--- src/rtl/speaker_cue_pkg.sv ---
// Shared types and helpers for the speaker cue sequencer and its timing blocks.
`timescale 1ns/1ps
package speaker_cue_pkg;

    typedef enum logic [1:0] {
        IDLE,
        RAMP_UP,
        PLAY,
        RAMP_DOWN
    } cue_state_e;

    localparam int unsigned MAX_CH = 32;

    function automatic int unsigned vol_max(input int unsigned vol_w);
        return (32'd1 << vol_w) - 32'd1;
    endfunction

    // Code 0 is silence; code i selects channel i-1.
    function automatic logic [MAX_CH-1:0] code_to_onehot(input int unsigned code);
        logic [MAX_CH-1:0] oh;
        oh = '0;
        if (code != 0 && code <= MAX_CH)
            oh = MAX_CH'(1) << (code - 1);
        return oh;
    endfunction

endpackage

--- src/rtl/speaker_cue_ctl_ramp_tick.sv ---
// Prescaler producing one tick every RAMP_DIV enabled cycles; clr restarts the count.
`timescale 1ns/1ps
module ramp_tick #(
    parameter int unsigned RAMP_DIV = 1024
) (
    input  logic clk,
    input  logic rst,
    input  logic clr,
    input  logic en,
    output logic tick
);

    localparam int unsigned CNT_W = (RAMP_DIV > 1) ? $clog2(RAMP_DIV) : 1;
    localparam logic [CNT_W-1:0] LAST = CNT_W'(RAMP_DIV - 1);

    logic [CNT_W-1:0] count;

    always_ff @(posedge clk) begin
        if (rst || clr)
            count <= '0;
        else if (en)
            count <= (count == LAST) ? '0 : count + 1'b1;
    end

    assign tick = en && (count == LAST);

endmodule

--- src/rtl/speaker_cue_ctl.sv ---
// Game-state to melody-channel sequencer: volume ramps, sequential crossfade,
// restart pulses and per-channel loop/one-shot handling.
`timescale 1ns/1ps
module speaker_cue_ctl
    import speaker_cue_pkg::*;
#(
    parameter int unsigned         N_STATES  = 4,
    parameter int unsigned         STATE_W   = $clog2(N_STATES),
    parameter int unsigned         VOL_W     = 4,
    parameter int unsigned         RAMP_DIV  = 1024,
    parameter logic [N_STATES-2:0] LOOP_MASK = '1
) (
    input  logic                clk,
    input  logic                rst,
    input  logic [STATE_W-1:0]  state,
    input  logic                song_done,
    output logic [N_STATES-2:0] chan_en,
    output logic [VOL_W-1:0]    vol,
    output logic                restart,
    output logic                busy
);

    localparam int unsigned        N_CH     = N_STATES - 1;
    localparam logic [VOL_W-1:0]   VOL_MAX  = VOL_W'(vol_max(VOL_W));
    localparam logic [STATE_W:0]   N_CODES  = (STATE_W + 1)'(N_STATES);
    localparam logic [MAX_CH-1:0]  LOOP_EXT = MAX_CH'(LOOP_MASK);

    cue_state_e         fsm, fsm_d;
    logic [STATE_W-1:0] tgt_q, tgt_d, cur, cur_d, lock, lock_d;
    logic [VOL_W-1:0]   vol_d;
    logic [N_CH-1:0]    chan_en_d;
    logic               restart_d, busy_d;
    logic               tick, in_ramp, ramp_entry, loop_cur;

    assign tgt_d    = ({1'b0, state} >= N_CODES) ? '0 : state;
    assign in_ramp  = (fsm == RAMP_UP) || (fsm == RAMP_DOWN);
    assign loop_cur = |(LOOP_EXT & code_to_onehot(32'(cur)));

    ramp_tick #(.RAMP_DIV(RAMP_DIV)) u_tick (
        .clk  (clk),
        .rst  (rst),
        .clr  (ramp_entry),
        .en   (in_ramp),
        .tick (tick)
    );

    always_comb begin
        fsm_d     = fsm;
        cur_d     = cur;
        vol_d     = vol;
        restart_d = 1'b0;
        lock_d    = (tgt_q != lock) ? '0 : lock;

        case (fsm)
            IDLE: begin
                vol_d = '0;
                cur_d = '0;
                if (tgt_q != '0 && tgt_q != lock) begin
                    cur_d     = tgt_q;
                    restart_d = 1'b1;
                    fsm_d     = RAMP_UP;
                end
            end
            RAMP_UP: begin
                // A reversal wins over a coincident tick so the fade-out starts at the held level.
                if (tgt_q != cur)
                    fsm_d = RAMP_DOWN;
                else if (vol == VOL_MAX)
                    fsm_d = PLAY;
                else if (tick) begin
                    vol_d = vol + 1'b1;
                    if (vol_d == VOL_MAX)
                        fsm_d = PLAY;
                end
            end
            PLAY: begin
                vol_d = VOL_MAX;
                if (tgt_q != cur)
                    fsm_d = RAMP_DOWN;
                else if (song_done && loop_cur)
                    restart_d = 1'b1;
                else if (song_done) begin
                    lock_d = cur;
                    fsm_d  = RAMP_DOWN;
                end
            end
            RAMP_DOWN: begin
                if (vol == '0) begin
                    cur_d = '0;
                    fsm_d = IDLE;
                end else if (tick) begin
                    vol_d = vol - 1'b1;
                    if (vol_d == '0) begin
                        cur_d = '0;
                        fsm_d = IDLE;
                    end
                end
            end
        endcase

        ramp_entry = ((fsm_d == RAMP_UP) || (fsm_d == RAMP_DOWN)) && (fsm_d != fsm);
        busy_d     = (fsm_d == RAMP_UP) || (fsm_d == RAMP_DOWN);
        chan_en_d  = (fsm_d != IDLE) ? N_CH'(code_to_onehot(32'(cur_d))) : '0;
    end

    always_ff @(posedge clk) begin
        if (rst) begin
            fsm     <= IDLE;
            tgt_q   <= '0;
            cur     <= '0;
            lock    <= '0;
            vol     <= '0;
            chan_en <= '0;
            restart <= 1'b0;
            busy    <= 1'b0;
        end else begin
            fsm     <= fsm_d;
            tgt_q   <= tgt_d;
            cur     <= cur_d;
            lock    <= lock_d;
            vol     <= vol_d;
            chan_en <= chan_en_d;
            restart <= restart_d;
            busy    <= busy_d;
        end
    end

endmodule

--- config.mk ---
export PLATFORM = sky130hd
export DESIGN_NAME = speaker_cue_ctl
export DESIGN_NICKNAME = d
export VERILOG_FILES = /design/src/rtl/speaker_cue_pkg.sv /design/src/rtl/speaker_cue_ctl_ramp_tick.sv /design/src/rtl/speaker_cue_ctl.sv
export SDC_FILE = /design/constraint.sdc
export NUM_CORES = 1
export LEC_CHECK = 0
export CORE_MARGIN = 5
export CORE_UTILIZATION = 56
export CTS_CLUSTER_SIZE = 30
export DETAILED_ROUTE_END_ITERATION = 12
export MAX_ROUTING_LAYER = met4
export PLACE_DENSITY_LB_ADDON = 0.15
export SETUP_SLACK_MARGIN = 0.02
export SLEW_MARGIN = 20
export SYNTH_ARGS = -nofsm -noshare
export SYNTH_HDL_FRONTEND = slang
export SYNTH_SLANG_ARGS = --single-unit
--- constraint.sdc ---
create_clock -name clk -period 2.6 [get_ports clk]
set_input_delay 0.52 -clock clk [delete_from_list [all_inputs] [get_ports clk]]
set_output_delay 0.52 -clock clk [all_outputs]
set_load 0.02 [all_outputs]
==> flow_metrics.py <==
metrics = {
    "yosys": {
        "synthMuxAreaShare": 0,
        "yosys.area.top_type": "dfxtp_1",
        "syn_nets": 215,
        "ys.flop_type": "dfxtp_1",
        "netlist_top_cells_count": "dfxtp_1, nor2_1, nand2_1",
        "synth_compound_area_frac": 0.2022,
        "synth_edf_count": 0,
        "ys_seq_area_frac": 0.3165,
        "yosys_warnings": 0,
        "syn_inst": 199,
        "synth.top_cells.by_area": "dfxtp_1, ha_1, nor3_1",
        "synthXorXnorAreaFrac": 0.07106,
        "synthAdderAreaFrac": 0.08059,
        "synth_top_area_frac": 0.3165,
        "yosys.area_share.simple": 0.2784,
        "synth_top_family_by_area": "simple AND/OR/NAND/NOR gates",
        "ys_types": 52,
        "synth.most_common_cell": "dfxtp_1",
        "ys_seq_elements": 27,
        "syn_area_mm2": 0.001708,
        "async_reset_ff_frac": 0,
        "syn_area_per_cell_um2": 8.582,
    },
    "die": {
        "start_util": 0.5735,
        "core_area_mm2": 0.002978,
        "die_w_um": 65.23,
        "die_area_mm2": 0.004254,
        "rows": 20,
        "dieHeight_um": 65.23,
        "io_pins": 14,
    },
    "placed_design": {
        "post-place-ws_ns": 0.1292,
        "place_area_mm2": 0.001889,
        "gp_congestion": 0.8841,
        "post-place-cells": 243,
        "portBuffers": 13,
        "dp_hpwl_um": 2741,
    },
    "timing": {
        "postLayoutSetupSlackWorst_ns": 0.1705,
        "rsz0062_at_grt": "false",
        "holdWs_ns": 0.5127,
        "setup_tns_ns": 0,
        "setup_viol": 0,
        "slew_violations": 0,
        "finalClockSkew_ns": 0.008935,
        "fin_crit_ns": 2.429,
        "hold_viol_final": 0,
        "max_slew.worst_pin.slew_ns": 0.5785,
        "relSlewSlack": 0.6108,
        "period_share": 0.9344,
        "max_clock_freq_mhz": 411.6,
    },
    "route": {
        "routed_wl_um": 3620,
        "avgRoutedWirePerCell_um": 14.66,
        "drtIter0Drc": 98,
        "drt_drc_violations_left": 0,
        "vias": 1510,
        "viasPerCell": 6.113,
        "first_pass_iters": 4,
        "ant_nets": 0,
    },
    "pwr": {
        "worst_ir_drop_vdd_mv": 0.3575,
        "total_power_mw": 1.281,
        "cellLeakagePower_nw": 0.6950,
        "p_per_area_mw_per_mm2": 660.7,
    },
    "clock_network": {
        "clk_pin_slew_ns": 0.16,
        "clock_latency_ns": 0.33,
        "htreeDepth": 1,
        "post_cts.repair.setup_buffers": 0,
        "cts_hold_buf": 0,
        "cts.path.max_buffers": 2,
        "root_buffer": "clkbuf_4",
        "cts_tree": "done",
        "post_cts_resized": 0,
        "clock_sink_count": 27,
        "numCtsBuffers": 3,
    },
    "critical_path": {
        "critPathArrivalTime_ns": 2.67,
        "worst-setup-path-type": "reg -> reg",
        "start_kind": "flip-flop",
        "crit_required_ns": 2.84,
        "cp_slowest_cell": "dfxtp_1",
        "crit_path_end_kind": "flip-flop",
        "crit_path_max_incr_delay_ns": 0.59,
        "worstPathMaxFanout": 10,
        "path_cells": "inv_1, ha_1, a31oi_1, nand2_1, o32ai_4, a41oi_4, nor4_1",
        "worst-r2r-cell-count": 7,
    },
    "layout": {
        "fin_nets": 231,
        "antenna_cells": 0,
        "drive_above_1_share": 0.1636,
        "stdcell_area_mm2": 0.001939,
        "fill_cells": 246,
        "regArea_um2": 543.0,
        "multi_input_comb_area_mm2": 0.001097,
        "fin_util": 0.6513,
        "syn2layout_area_growth_pct": 13.55,
        "finalNonFillerCells": 247,
    },
    "run": {
        "cap_viol_max_count": 0,
    },
    "global_routing": {
        "grt-ovfl-total": 0,
        "grt_pass1_vias": 1397,
        "grt_max_degree": 25,
        "antenna_found_initial": 0,
        "track_usage": 0.1858,
        "grt_pass1_wl_um": 6230,
    },
    "min_path": {
        "whs_path_depth": 2,
        "min_path_type": "reg -> reg",
    },
    "outcome": {
        "status": "complete, no violations",
    },
}
critical path: cells and delay by family, from the launching register on:
family          cells  cell delay (ns)
flops               1             0.59
buf+inv             1             0.14
compound gates      3             0.78
simple gates        2             0.47
fa+ha+maj           1             0.36
path summary, 6_finish.rpt:
kind                              start         endpoint  slack, ns
worst max register to register   fsm[0]  u_tick.count[5]       0.17
worst min register to register  lock[0]          lock[0]       0.51
worst min-delay path            lock[0]          lock[0]       0.51
worst max-delay path             fsm[0]  u_tick.count[5]       0.17
power breakdown:
group	switching [mW]	internal [mW]
Sequential	0.0490	0.450
Combinational	0.362	0.230
Clock	0.132	0.0588
layer usage:
metal  global-route usage  wire, µm  vias up
li1                     -         -      742
met1               0.2317      1605      702
met2               0.2996      1723       52
met3              0.03248       182       14
met4              0.07254       108        0
met5                    -         0        -
layout make-up:
type / count / share of cell area
Clock buffer: 3 / 0.01161
Sequential cell: 27 / 0.2800
Timing Repair Buffer: 20 / 0.09419
Tap cell: 33 / 0.02129
Clock inverter: 1 / 0.003871
Multi-Input combinational cell: 151 / 0.5658
Inverter: 12 / 0.02323
flip-flops by register name (all words and copies together) (netlist names):
name	count
vol	4
chan_en	3
fsm	2
busy	1
u_tick.count	10
lock	2
restart	1
tgt_q	2
cur	2
cells in the final DEF (no fill, tap or decap), types with 2 or more instances in the layout:
cell type / count
a211oi_1: 2
a21oi_1: 12
a22oi_1: 3
a22oi_2: 2
a31oi_1: 2
and3_1: 2
buf_4: 7
clkbuf_4: 3
clkdlybuf4s50_1: 13
dfxtp_1: 25
dfxtp_2: 2
ha_1: 11
inv_1: 11
nand2_1: 14
nand2_2: 2
nand3_1: 7
nand4_1: 2
nand4b_1: 2
nor2_1: 17
nor2b_1: 6
nor3_1: 12
nor4_1: 4
o21ai_0: 3
o21ai_2: 3
o21bai_1: 2
or3_1: 5
xnor2_1: 6
xor2_1: 6
cell families after synthesis:
kind of cell | Yosys count
AOI/OAI and AO/OA | 42
buffers and inverters | 21
and+or+nand+nor | 85
DFF | 27
adders and majority gates | 11
xor gates and xnor gates | 13
Note: power is estimated with default switching activity, not from simulation.
